--- src/rtl/mem_arb_pkg.sv ---
// Shared types and constants for the memory-port arbiter.
package mem_arb_pkg;

  localparam int unsigned ADDR_W_DEF = 64;
  localparam int unsigned DATA_W_DEF = 64;
  localparam int unsigned IF_W       = 32;
  localparam int unsigned SIZE_W     = 3;

  // Arbiter FSM encoding
  typedef enum logic [1:0] {
    ST_IDLE    = 2'b00,
    ST_BUSY_IF = 2'b01,
    ST_BUSY_LS = 2'b10,
    ST_RESP    = 2'b11
  } arb_state_e;

  // Grant encoding, shared by grant_r and rr_last
  localparam logic GNT_IF = 1'b0;
  localparam logic GNT_LS = 1'b1;

  // Instruction fetches are always 32-bit reads
  localparam logic [SIZE_W-1:0] SIZE_WORD = 3'b010;

endpackage

--- src/rtl/mem_arb_pick.sv ---
// Combinational winner selection between fetch and load/store.
// Build option: MEM_ARB_RR_EN selects round-robin on contention instead of fixed LS priority.
module mem_arb_pick
  import mem_arb_pkg::*;
(
  input  logic if_req,
  input  logic ls_req,
  input  logic rr_last,
  output logic grant,
  output logic valid
);

`ifdef MEM_ARB_RR_EN
  // Contention goes to whoever was not granted last; a lone requester always wins
  always_comb begin
    valid = if_req | ls_req;
    grant = GNT_IF;
    if (if_req && ls_req) begin
      grant = (rr_last == GNT_IF) ? GNT_LS : GNT_IF;
    end else if (ls_req) begin
      grant = GNT_LS;
    end
  end
`else
  // Fixed priority: load/store beats fetch; history is not needed
  logic unused_rr_last;
  assign unused_rr_last = rr_last;

  always_comb begin
    valid = if_req | ls_req;
    grant = GNT_IF;
    if (ls_req) begin
      grant = GNT_LS;
    end
  end
`endif

endmodule

--- src/rtl/mem_port_arbiter.sv ---
// Shares one data-memory port between instruction fetch and the load/store FSM.
// Build option: MEM_ARB_RR_EN (round-robin on simultaneous requests, see mem_arb_pick).
module mem_port_arbiter
  import mem_arb_pkg::*;
#(
  parameter int unsigned ADDR_W = ADDR_W_DEF,
  parameter int unsigned DATA_W = DATA_W_DEF
) (
  input  logic              clk,
  input  logic              rst_n,
  input  logic              if_start,
  input  logic [ADDR_W-1:0] if_addr,
  output logic              if_done,
  output logic [IF_W-1:0]   if_rdata,
  input  logic              ls_start,
  input  logic              ls_write,
  input  logic [SIZE_W-1:0] ls_size,
  input  logic [ADDR_W-1:0] ls_addr,
  input  logic [DATA_W-1:0] ls_wdata,
  output logic              ls_done,
  output logic [DATA_W-1:0] ls_rdata,
  output logic              mem_start,
  output logic              mem_write,
  output logic [SIZE_W-1:0] mem_size,
  output logic [ADDR_W-1:0] mem_addr,
  output logic [DATA_W-1:0] mem_wdata,
  input  logic [DATA_W-1:0] mem_rdata,
  input  logic              mem_done
);

  arb_state_e        state_q, state_d;
  logic              grant_q, grant_d;
  logic              rr_last_q, rr_last_d;
  logic              cmd_write_q, cmd_write_d;
  logic [SIZE_W-1:0] cmd_size_q, cmd_size_d;
  logic [ADDR_W-1:0] cmd_addr_q, cmd_addr_d;
  logic [DATA_W-1:0] cmd_wdata_q, cmd_wdata_d;
  logic [IF_W-1:0]   if_rdata_q, if_rdata_d;
  logic [DATA_W-1:0] ls_rdata_q, ls_rdata_d;
  logic              if_done_q, if_done_d;
  logic              ls_done_q, ls_done_d;
  logic              mem_start_q, mem_start_d;

  logic              pick_grant;
  logic              pick_valid;

  mem_arb_pick u_pick (
    .if_req  (if_start),
    .ls_req  (ls_start),
    .rr_last (rr_last_q),
    .grant   (pick_grant),
    .valid   (pick_valid)
  );

  // Next-state, command latch, read-data capture and done generation
  always_comb begin
    state_d     = state_q;
    grant_d     = grant_q;
    rr_last_d   = rr_last_q;
    cmd_write_d = cmd_write_q;
    cmd_size_d  = cmd_size_q;
    cmd_addr_d  = cmd_addr_q;
    cmd_wdata_d = cmd_wdata_q;
    if_rdata_d  = if_rdata_q;
    ls_rdata_d  = ls_rdata_q;
    if_done_d   = 1'b0;
    ls_done_d   = 1'b0;
    mem_start_d = 1'b0;

    unique case (state_q)
      ST_IDLE: begin
        if (pick_valid) begin
          grant_d     = pick_grant;
          rr_last_d   = pick_grant;
          mem_start_d = 1'b1;
          if (pick_grant == GNT_LS) begin
            cmd_write_d = ls_write;
            cmd_size_d  = ls_size;
            cmd_addr_d  = ls_addr;
            cmd_wdata_d = ls_wdata;
            state_d     = ST_BUSY_LS;
          end else begin
            cmd_write_d = 1'b0;
            cmd_size_d  = SIZE_WORD;
            cmd_addr_d  = if_addr;
            cmd_wdata_d = '0;
            state_d     = ST_BUSY_IF;
          end
        end
      end

      ST_BUSY_IF: begin
        mem_start_d = 1'b1;
        if (mem_done) begin
          if_rdata_d  = mem_rdata[IF_W-1:0];
          if_done_d   = 1'b1;
          mem_start_d = 1'b0;
          state_d     = ST_RESP;
        end
      end

      ST_BUSY_LS: begin
        mem_start_d = 1'b1;
        if (mem_done) begin
          if (!cmd_write_q) begin
            ls_rdata_d = mem_rdata;
          end
          ls_done_d   = 1'b1;
          mem_start_d = 1'b0;
          state_d     = ST_RESP;
        end
      end

      ST_RESP: begin
        state_d = ST_IDLE;
      end

      default: begin
        state_d = ST_IDLE;
      end
    endcase
  end

  // State and datapath registers; synchronous active-low reset aborts any transfer
  always_ff @(posedge clk) begin
    if (!rst_n) begin
      state_q     <= ST_IDLE;
      grant_q     <= GNT_IF;
      rr_last_q   <= GNT_IF;
      cmd_write_q <= 1'b0;
      cmd_size_q  <= '0;
      cmd_addr_q  <= '0;
      cmd_wdata_q <= '0;
      if_rdata_q  <= '0;
      ls_rdata_q  <= '0;
      if_done_q   <= 1'b0;
      ls_done_q   <= 1'b0;
      mem_start_q <= 1'b0;
    end else begin
      state_q     <= state_d;
      grant_q     <= grant_d;
      rr_last_q   <= rr_last_d;
      cmd_write_q <= cmd_write_d;
      cmd_size_q  <= cmd_size_d;
      cmd_addr_q  <= cmd_addr_d;
      cmd_wdata_q <= cmd_wdata_d;
      if_rdata_q  <= if_rdata_d;
      ls_rdata_q  <= ls_rdata_d;
      if_done_q   <= if_done_d;
      ls_done_q   <= ls_done_d;
      mem_start_q <= mem_start_d;
    end
  end

  // Memory port is driven only from latched command state
  assign mem_start = mem_start_q;
  assign mem_write = cmd_write_q;
  assign mem_size  = cmd_size_q;
  assign mem_addr  = cmd_addr_q;
  assign mem_wdata = cmd_wdata_q;

  assign if_done   = if_done_q;
  assign if_rdata  = if_rdata_q;
  assign ls_done   = ls_done_q;
  assign ls_rdata  = ls_rdata_q;

endmodule
--- config.mk ---
export PLATFORM = sky130hd
export DESIGN_NAME = mem_port_arbiter
export DESIGN_NICKNAME = d
export VERILOG_FILES = /design/src/rtl/mem_arb_pkg.sv /design/src/rtl/mem_arb_pick.sv /design/src/rtl/mem_port_arbiter.sv
export SDC_FILE = /design/constraint.sdc
export NUM_CORES = 1
export LEC_CHECK = 0
export ABC_AREA = 1
export BUFFER_PORTS_ARGS = -buffer_cell sky130_fd_sc_hd__buf_2
export CAP_MARGIN = 20
export CORE_AREA = 2 2 195 197
export DETAILED_ROUTE_END_ITERATION = 12
export DIE_AREA = 0 0 197 199
export PLACE_DENSITY = 0.57
export RECOVER_POWER = 50
export SLEW_MARGIN = 20
export SYNTH_ARGS = -nofsm -noshare
export SYNTH_HDL_FRONTEND = slang
export SYNTH_HIERARCHICAL = 1
export SYNTH_SLANG_ARGS = --single-unit
--- constraint.sdc ---
create_clock -name clk -period 3.59 [get_ports clk]
set_input_delay 0.359 -clock clk [delete_from_list [all_inputs] [get_ports clk]]
set_output_delay 0.359 -clock clk [all_outputs]
set_load 0.01 [all_outputs]
* Word level (Yosys, flattened, before mapping)
Cells that the tools add are included.
** Operators by class
- Multiplexer cells :: 13
- Reduce and logical (&&, ||, !) cells :: 8
- Equality and inequality tests :: 5
- Bitwise operators :: 2
** Operators with widths (count)
- 64-bit 2-to-1 mux :: 2
- 2-bit AND reduction :: 5
- 2-bit 2-to-1 mux :: 3
- 2-bit one-hot mux with 3 select lines :: 1
- 1-bit 2-to-1 mux :: 5
- 2-bit equality test (second input constant) :: 2
- 3-bit 2-to-1 mux :: 1
- 3-bit AND reduction :: 1
- 2-bit by 1-bit equality test with 1-bit output (second input constant) :: 1
- 2-bit zero test :: 1
- 2-bit by 1-bit != test with 1-bit output (second input constant) :: 1
- 2-bit != test (second input constant) :: 1
- 1-bit one-hot mux with 2 select lines :: 1
- 2-bit OR reduction :: 1
- 1-bit NOT :: 1
- 1-bit bitwise OR :: 1
** Storage, ports and cells
- Logic and storage cells :: 38
- Output and inout bits :: 231
- Register bits :: 233

* Depth between registers and ports, before layout
Gate-level depths: netlist of the first run.
- Depth in word-level cells :: 4
- Gate-level depth with buffers :: 10
- Depth with buffers taken out :: 8

* Modules after synthesis
The synthesis of the first run kept the hierarchy.
** By module, submodules not included
- mem_port_arbiter :: area each 9377.7 µm², cells an instance 1317, instances 1
- mem_arb_pick :: area each 18.8 µm², cells an instance 4, instances 1

* Worst setup path after synthesis of the first run
OpenSTA, ideal clock, no wires.
- Path kind :: reg2reg
- From :: register state_q[0]
- To :: register cmd_addr_q[37], in the netlist mem_addr[37]
- Clock period less this slack :: 1.434 ns
- Required time :: 3.481 ns
- Cell stages (with the launch flop) :: 11
- Buffers on the path :: 2
- Setup slack :: 2.156 ns
- Arrival :: 1.325 ns
- Cell sequence :: dfxtp_1 inv_1 ha_1 nand2_2 inv_2 buf_4 buf_4 nor2_1 nor2_1 nand2_1 inv_1
** On the way
- Cells in the longest elaborated chain, start to end :: 2
** Ends and longest elaborated chain
- start: declaration :: line mem_port_arbiter.sv:31 : arb_state_e state_q, state_d;
- start signal: assignment :: line mem_port_arbiter.sv:140 : state_q <= state_d;
- 2-bit zero test
- 2-bit AND reduction (no line)
- end signal: assignment :: line mem_port_arbiter.sv:145 : cmd_addr_q <= cmd_addr_d;
- end: declaration :: line mem_port_arbiter.sv:36 : logic [ADDR_W-1:0] cmd_addr_q, cmd_addr_d;
No other way between the ends.
A chain may end at the register's enable or synchronous reset.

==> impl_results.md, run 1 <==
* Initial antenna violation count at 3
* Gp weighted congestion at ~0.83
* Commonest cells after routing, fill and taps aside: 405 x nand2_1, 267 x buf_2, 233 x clkbuf_1, 233 x dfxtp_1, 201 x nor2_1
* Placeable Area at 0.0371 sq mm
* PD cells at 713 mW/mm^2
* Resized Gates After CTS at 0
* Die Y-Extent at around 200 um
* CTS sink cnt at 233
* Area added between synthesis and finish at 35.2%
* Routed WL at ~33,000 um
* Tmin final at roughly 2.6 ns
* Worst slew margin at under 10%
* Synth Area per Inst at 7.11 sq um
* Outcome: complete, but fails checks
* Crit Reg-Reg Startpoint: state_q[0]
* CTS max path bufs at 3
* Netlist Area Pre-Place at between 0.009 and 0.01 sq mm
* Top Ports at between 400 and 500
* Worst-Margin Slew at 1.47 ns
* H-tree levels at 1
* Place WS at approximately 1.2 ns
* Final Slew Violations at 0
* Clk slew on worst S/H paths at approximately 0.06 ns
* CTS Root Buffer Type: clkbuf_16
* Reg area at between 0.004 and 0.005 sq mm
* DR iter-0 viols at between 300 and 400
* # Max-Cap Violations at 1
* Cells after DPL at 2,204
* Cts hold-fix bufs at 1
* Commonest non-fill, non-tap cell in the layout: nand2_1
* Nets at 2,030
* Final setup fails at 0
* Fin crit share at 72.4%
* Worst setup path category: in -> reg
* Share of layout cells above drive strength 1 at 18.7%
* Worst setup SP type: input pin
* Clk_lat worst skew at 0.55 ns
* Drc violations at 0
* Pleak at roughly 5.7 nW
* Critical Path RT at about 4 ns
* Number of vias in the routed layout at between 9k and 10k
* Die Wd at ~200 um
* Number of routed nets with antenna violations at 0
* Global-route usage over all layers at 15.8%
* First-pass GRT wire length at approximately 50,000 um
* Yosys warnings at 6
* Vias in the first global route at around 9.2k
* Initial Util at 25.2%
* Pwr Total at approximately 0.009 W
* Post-DP HPWL at 23,300 um
* Fillers at around 4.2k
* Placed Area at 0.0121 sq mm
* Crit. End Element: flip-flop
* Crit Path Max Fanout at 76
* RR Endpoint: mem_addr[33]
* Initial DRT Pass Iterations at 5
* Via density at ~4.4
* HP Class: in -> reg
* Cells after Synth at roughly 1.3k
* Crit path to: mem_addr[60]
* Reg2reg path depth at 9
* Wirelength per Cell at between 10 and 15 um
* TritonCTS clock tree: yes
* Failing checks: capacitance limit
* Crit path launch: rst_n
* Area of the multi-input gates at between 0.003 and 0.004 sq mm
* Worst IR Drop VDD at around 0.32 mV
* Reg-to-reg slack, setup at ~1.2 ns
* RSZ-0062 raised after global routing: false
* Post-synthesis net count at 1,588
* Layout Cell Area excl Fill at 0.0127 sq mm
* Rows at 71
* Pin count of the biggest net entering global routing at approximately 80
* Post-CTS Setup Inserts at 0
* Clock skew at 0.00534 ns
* Post-route setup TNS at 0 ns
* Die area at between 0.03 and 0.04 sq mm
* PortBufs at between 400 and 500
* Final hold violation count at 0
* Fin cells at 2,253
* Num CTS Buffers at 27
* Crit path DAT at just over 3 ns
* Setup slack after layout at between 0.9 and 1 ns
* Grt total ovfl at 0
* Highest clock rate at approximately 380 MHz
[power breakdown]
| part | total [W] | switching (W) | internal [W] | leakage [nW] |
|---|---|---|---|---|
| clock | 0.00260 | 0.00111 | 0.00150 | 0.401 |
| sequential | 0.00341 | 0.000281 | 0.00313 | 1.91 |
| combinational | 0.00302 | 0.00205 | 0.000969 | 3.36 |
[worst min path at each step]
stage	startpoint	slack, ns	to	cells after the start
after floorplan	ls_size[1]	0.48	mem_size[1]	2
after global placement	ls_rdata[63]	0.45	ls_rdata[63]	2
after detailed placement	ls_rdata[63]	0.45	ls_rdata[63]	2
after CTS	ls_size[2]	0.02	mem_size[2]	3
after global routing	ls_wdata[2]	0.04	mem_wdata[2]	3
final	ls_wdata[40]	0.06	mem_wdata[40]	3
[layout make-up]
type / count / share of cell area, %
well taps: 474 / 4.68
inverters: 77 / 2.32
clock inverters: 12 / 0.869
repair buffers: 514 / 18.7
diodes: 2 / 0.0395
clock buffers: 34 / 5.70
multi-input cells: 907 / 30.9
flip-flops and latches: 233 / 36.8
[worst max-delay path, stage by stage]
cell and delay, ns:
buf_2 0.08, buf_4 0.38, clkinvlp_4 1.21, buf_4 0.68, nor2_1 0.15, nand2_1 0.07
inv_1 0.04
[registers in the layout, indices dropped and copies added, names as in the netlist]
| name | count |
|---|---|
| mem_wdata | 64 |
| if_done | 1 |
| if_rdata | 32 |
| mem_write | 1 |
| ls_rdata | 64 |
| mem_addr | 64 |
| state_q | 2 |
| mem_size | 3 |
| ls_done | 1 |
| mem_start | 1 |
[metrics by stage]
stage | hold WS (ns) | utilization, %
after detailed placement | 0.451 | 32.6
after floorplan | 0.479 | -
after global routing | 0.0393 | 34.1
after CTS | 0.0231 | 34.9
after global placement | 0.446 | 32.6
final | 0.0578 | 34.1
[routing by layer]
metal | up-vias | track usage (%) | share of wire [%]
li1 | 5076 | - | -
met1 | 4434 | 19.4 | 42
met2 | 366 | 27.5 | 48
met3 | 50 | 3.70 | 8.0
met4 | 4 | 4.85 | 2.1
met5 | - | 0 | 0.070
Power figures use the tool's default switching activity.
==> run 2: changes to the inputs <==
--- a/config.mk
+++ b/config.mk
@@ -5,13 +5,13 @@
 export SDC_FILE = /design/constraint.sdc
 export NUM_CORES = 1
 export LEC_CHECK = 0
-export ABC_AREA = 1
+export ABC_AREA = 0
 export BUFFER_PORTS_ARGS = -buffer_cell sky130_fd_sc_hd__buf_2
 export CAP_MARGIN = 20
-export CORE_AREA = 2 2 195 197
+export CORE_AREA = 2 2 194 196
 export DETAILED_ROUTE_END_ITERATION = 12
-export DIE_AREA = 0 0 197 199
-export PLACE_DENSITY = 0.57
+export DIE_AREA = 0 0 196 198
+export PLACE_DENSITY = 0.56
 export RECOVER_POWER = 50
 export SLEW_MARGIN = 20
 export SYNTH_ARGS = -nofsm -noshare
==> constraint.sdc (replaced) <==
create_clock -name clk -period 2.5 [get_ports clk]
set_input_delay 0.25 -clock clk [delete_from_list [all_inputs] [get_ports clk]]
set_output_delay 0.25 -clock clk [all_outputs]
set_load 0.01 [all_outputs]
==> impl_results.md, run 2 <==
* Worst Min Path Start: if_addr[0]
* Tmin final at roughly 1.8 ns
* CP peak stage delay at approximately 0.34 ns
* Fin crit share at 71.3%
* Clk slew on worst S/H paths at about 0.060 ns
* Fillers at roughly 4.0k
* Pin count of the biggest net entering global routing at 134
* CP Depth at 6
* Outcome: completed
* PortBufs at roughly 500
* Post-synthesis net count at 1,305
* Worst slew margin at 50.9%
* Die Wd at between 150 and 200 um
* # Max-Cap Violations at 0
* Initial DRT Pass Iterations at 5
* Net Switching at about 0.0043 W
* Post-DP HPWL at 22,000 um
* Cell Int Power at between 0.008 and 0.009 W
* TritonCTS clock tree: yes
* Cells along the critical path: inv_1 > ha_1 > and2_4 > buf_12 > nand3_1 > a21oi_1
* RR Endpoint: mem_wdata[17]
* Nets at between 1.5k and 2k
* Reg2reg path depth at 6
* Worst IR Drop VDD at ~0.46 mV
* CTS Root Buffer Type: clkbuf_16
* Cells after Synth at around 1.0k
* Highest clock rate at roughly 560 MHz
* Worst Hold End: mem_addr[0]
* Share of layout cells above drive strength 1 at between 10% and 20%
* Crit path DAT at 2.26 ns
* Area added between synthesis and finish at 53.6%
* Vias in the first global route at ~8.9k
* Pwr Total at roughly 0.012 W
* Placeable Area at between 0.03 and 0.04 sq mm
* Synth Area per Inst at between 8 and 9 sq um
* H-tree levels at 1
* CTS sink cnt at approximately 230
* Post-route setup TNS at 0 ns
* Gp weighted congestion at around 0.81
* Yosys warnings at 6
* Num CTS Buffers at 26
* Worst setup SP type: flip-flop
* PD cells at just over 900 mW/mm^2
* Pleak at roughly 5.4 nW
* Crit. End Element: flip-flop
* Top Ports at 496
* Buf/Inv on CP at 2
* Clock skew at roughly 0.028 ns
* Reg-to-reg slack, setup at 0.72 ns
* Final Slew Violations at 0
* Worst-Margin Slew at 0.736 ns
* Post-CTS Setup Inserts at 0
* RSZ-0062 raised after global routing: false
* Crit path launch: state_q[0]
* Critical Path RT at roughly 3 ns
* Final setup fails at 0
* Worst setup path category: reg -> reg
* Number of vias in the routed layout at a little over 9k
* Clock power frac at a little under a third
* Final hold violation count at 0
* Initial Util at a little under a quarter
* Sequential share of power at 38.7%
* Wirelength per Cell at between 15 and 20 um
* Placed Area at ~0.012 sq mm
* Final core occ at 36.7%
* First-pass GRT wire length at ~48,000 um
* CTS max path bufs at 3
* Crit Path Max Fanout at 88
* Worst hold stages at 3
* Combinational fraction of design power at between 30% and 40%
* Initial antenna violation count at 2
* Die Y-Extent at 198 um
* Layout Cell Area excl Fill at 0.0135 sq mm
* Via density at around 4.4
* Commonest non-fill, non-tap cell in the layout: buf_2
* Netlist Area Pre-Place at around 0.0088 sq mm
* Crit Reg-Reg Startpoint: state_q[0]
* Global-route usage over all layers at between 10% and 20%
* Routed WL at ~32,000 um
* Cell family with most CP delay: simple AND/OR/NAND/NOR gates
* Die area at about 0.039 sq mm
* Rows at 71
* HP Class: in -> reg
* Number of routed nets with antenna violations at 0
* Clk_lat worst skew at approximately 0.55 ns
* Drc violations at 0
* Grt total ovfl at 0
* Sw frac at about a third
* Commonest cells after routing, fill and taps aside: 263 x buf_2, 261 x nand2_1, 235 x clkbuf_1, 233 x dfxtp_1, 166 x a21oi_1
* DR iter-0 viols at 240
* Slowest CP cell: dfxtp_1
run 2: tightest hold or removal path: stages:
cell      delay, ns
buf_2          0.09
mux2i_1        0.12
a211oi_1       0.08
run 2: power by group through the flow:
stage / combinational, W / sequential [W] / clock (W)
detailed placement: 0.00380 / 0.00482 / 0
global route: 0.00416 / 0.00486 / 0.00410
global placement: 0.00374 / 0.00480 / 0
finish: 0.00372 / 0.00477 / 0.00385
CTS: 0.00396 / 0.00475 / 0.00400
floorplan: 0.00202 / 0.00514 / 0
run 2: layer usage:
metal | vias to the layer above | GRT usage [%] | share of wire (%)
met2 | 384 | 28.1 | 49
met1 | 4185 | 17.4 | 40
li1 | 4668 | - | -
met4 | 0 | 6.09 | 3.4
met3 | 64 | 3.37 | 7.1
met5 | - | 0 | 0
run 2: area by class of cell:
type | count | area [sq um] | area share, %
Clock buffer | 35 | 734 | 5.42
Timing Repair Buffer | 640 | 3710 | 27.4
Clock inverter | 12 | 130 | 0.960
Antenna cell | 2 | 5.00 | 0.0369
Inverter | 4 | 20.0 | 0.148
Tap cell | 474 | 593 | 4.38
Sequential cell | 233 | 4660 | 34.4
Multi-Input combinational cell | 707 | 3690 | 27.2
run 2: timing repair:
action / CTS / global route
hold buffers: 132 / 0
hold endpoints to repair: 162 / 0
resized for setup: 0 / 0
run 2: worst max-delay path by stage:
stage | end | slack, ns
final | mem_wdata[17] | 0.72
after detailed placement | mem_addr[13] | 0.70
after global routing | mem_addr[12] | 0.53
after CTS | mem_addr[13] | 0.67
after floorplan | mem_addr[0] | 1.04
after global placement | mem_wdata[24] | 0.79
run 2: stage by stage:
| step | worst slack, ns | hold slack (ns) | instances |
|---|---|---|---|
| after detailed placement | 0.704 | 0.440 | 1926 |
| after global placement | 0.787 | 0.436 | 1926 |
| final | 0.718 | 0.0400 | 2107 |
| after floorplan | 1.04 | 0.386 | 1035 |
| after global routing | 0.531 | 0.0385 | 2107 |
| after CTS | 0.674 | 0.00749 | 2105 |
==> run 3: changes to the inputs <==
==> constraint.sdc (replaced) <==
create_clock -name clk -period 1.7 [get_ports clk]
set_input_delay 0.17 -clock clk [delete_from_list [all_inputs] [get_ports clk]]
set_output_delay 0.17 -clock clk [all_outputs]
set_load 0.01 [all_outputs]
==> impl_results.md, run 3 (synthesis gave the netlist of run 2 again) <==
* Outcome: completed
* CTS max path bufs at 3
* Place WS at between 0.1 and 0.15 ns
* N_diodes at 0
* Pwr Total at approximately 0.019 W
* CTS sink cnt at around 230
* Cell Int Power at 0.0123 W
* Worst slew margin at a little over two thirds
* Worst IR Drop VDD at 0.698 mV
* Via density at 4.44
* Area added between synthesis and finish at 68.0%
* Number of vias in the routed layout at ~9.9k
* Final Slew Violations at 0
* Fillers at 3,775
* Grt total ovfl at 0
* Setup slack after layout at 0.0946 ns
* Area of the multi-input gates at around 0.0037 sq mm
* Reg area at 0.00466 sq mm
* Crit Path Max Fanout at 55
* Crit path DAT at between 2 and 2.5 ns
* Initial antenna violation count at 0
* Sw frac at 34.6%
* Pleak at 5.98 nW
* Worst setup SP type: flip-flop
* Num CTS Buffers at 26
* Routed WL at ~34,000 um
* DR iter-0 viols at between 300 and 400
* Worst-Margin Slew at roughly 0.46 ns
* Final hold violation count at 0
* Initial Util at 23.9%
* Placed Area at between 0.01 and 0.015 sq mm
* Post-DP HPWL at between 20,000 and 25,000 um
* Clock power frac at 30.1%
* Critical Path RT at 2.14 ns
* PD cells at between 1000 and 1500 mW/mm^2
* Die Wd at 196 um
* First-pass GRT wire length at between 50,000 and 60,000 um
* Placeable Area at 0.0370 sq mm
* RSZ-0062 raised after global routing: false
* Final core occ at between 40% and 50%
* Worst setup path category: reg -> reg
* Combinational fraction of design power at 32.5%
* Die area at slightly below 0.04 sq mm
* Commonest non-fill, non-tap cell in the layout: buf_2
* Initial DRT Pass Iterations at 4
* Final setup fails at 0
* Tmin final at between 1.5 and 2 ns
* Fin crit share at between 90% and 100%
* TritonCTS clock tree: yes
* Clock skew at between 0.009 and 0.01 ns
* Crit. End Element: flip-flop
* CTS Root Buffer Type: clkbuf_16
* Vias in the first global route at roughly 9.7k
* H-tree levels at 1
* Pin count of the biggest net entering global routing at 70
* Share of layout cells above drive strength 1 at between 10% and 20%
* # Max-Cap Violations at 0
* Top Ports at between 400 and 500
* Number of routed nets with antenna violations at 0
* HP Class: in -> reg
* PortBufs at 495
* Gp weighted congestion at just under 0.8
* Die Y-Extent at ~200 um
* Commonest cells after routing, fill and taps aside: 266 x buf_2, 261 x nand2_1, 234 x dlygate4sd3_1, 233 x dfxtp_1, 229 x clkbuf_1
* Highest clock rate at a little over 600 MHz
* Clk_lat worst skew at approximately 0.54 ns
* Nets at between 2k and 2.5k
* Global-route usage over all layers at 16.4%
* Drc violations at 0
* Sequential share of power at 37.4%
* Rows at ~70
* Post-route setup TNS at 0 ns
* Clk slew on worst S/H paths at approximately 0.060 ns
* Net Switching at roughly 0.0065 W
* Post-CTS Setup Inserts at 0
* Wirelength per Cell at 15.4 um
* Layout Cell Area excl Fill at roughly 0.015 sq mm
-- run 3: changes by cell type in the layout (fill, tap and decap cells not counted), moves of 3 or more --
cell / change
buf_4: +10
buf_12: +5
clkbuf_1: -6
clkinv_2: -3
buf_2: +3
clkbuf_8: +5
dlygate4sd3_1: +102
-- run 3: final cells by class --
cell class / count / share of cell area, %
repair buffers: 760 / 33.5
inverters: 4 / 0.135
flip-flops and latches: 233 / 31.5
clock inverters: 8 / 0.583
multi-input cells: 707 / 25.0
well taps: 474 / 4.00
clock buffers: 37 / 5.35
-- run 3: per-layer routing --
layer  track usage [%]  wire [um]  vias up
met2              30.7      17500      405
met1              18.2      13400     4504
met4              6.51       1040        0
met5                 0          0        -
met3              3.13       2310       66
li1                  -          -     4900
-- run 3: final timing paths --
kind / slack, ns / startpoint / depth (start not counted) / to
min reg2reg: 0.45 / mem_wdata[8] / 2 / mem_wdata[8]
max: 0.09 / state_q[0] / 6 / mem_addr[39]
max reg2reg: 0.09 / state_q[0] / 6 / mem_addr[39]
min: 0.01 / if_addr[48] / 3 / mem_addr[48]
-- run 3: critical path, stage by stage (launching register included) --
cell and delay (ns):
dfxtp_1 0.34, inv_1 0.11, ha_2 0.22, and2_4 0.20, buf_12 0.23, nor2_1 0.08, a211oi_1 0.27
-- run 3: power by group through the flow --
stage,Combinational [W],Clock (W),Sequential [W]
after floorplan,0.00296,0,0.00756
after global placement,0.00578,0,0.00711
after detailed placement,0.00587,0,0.00711
after CTS,0.00634,0.00588,0.00701
after global routing,0.00676,0.00609,0.00716
final,0.00612,0.00568,0.00705
-- run 3: what timing repair did --
item,4_1_cts,5_1_grt
hold endpoints to repair,219,0
setup endpoints to repair,0,13
resized for setup,0,5
hold buffers,234,0
-- run 3: through the flow --
| stage | instances | hold slack, ns |
|---|---|---|
| finish | 2223 | 0.0118 |
| floorplan | 1035 | 0.306 |
| CTS | 2222 | 0.00109 |
| global placement | 1943 | 0.411 |
| detailed placement | 1943 | 0.417 |
| global route | 2223 | 0.00132 |
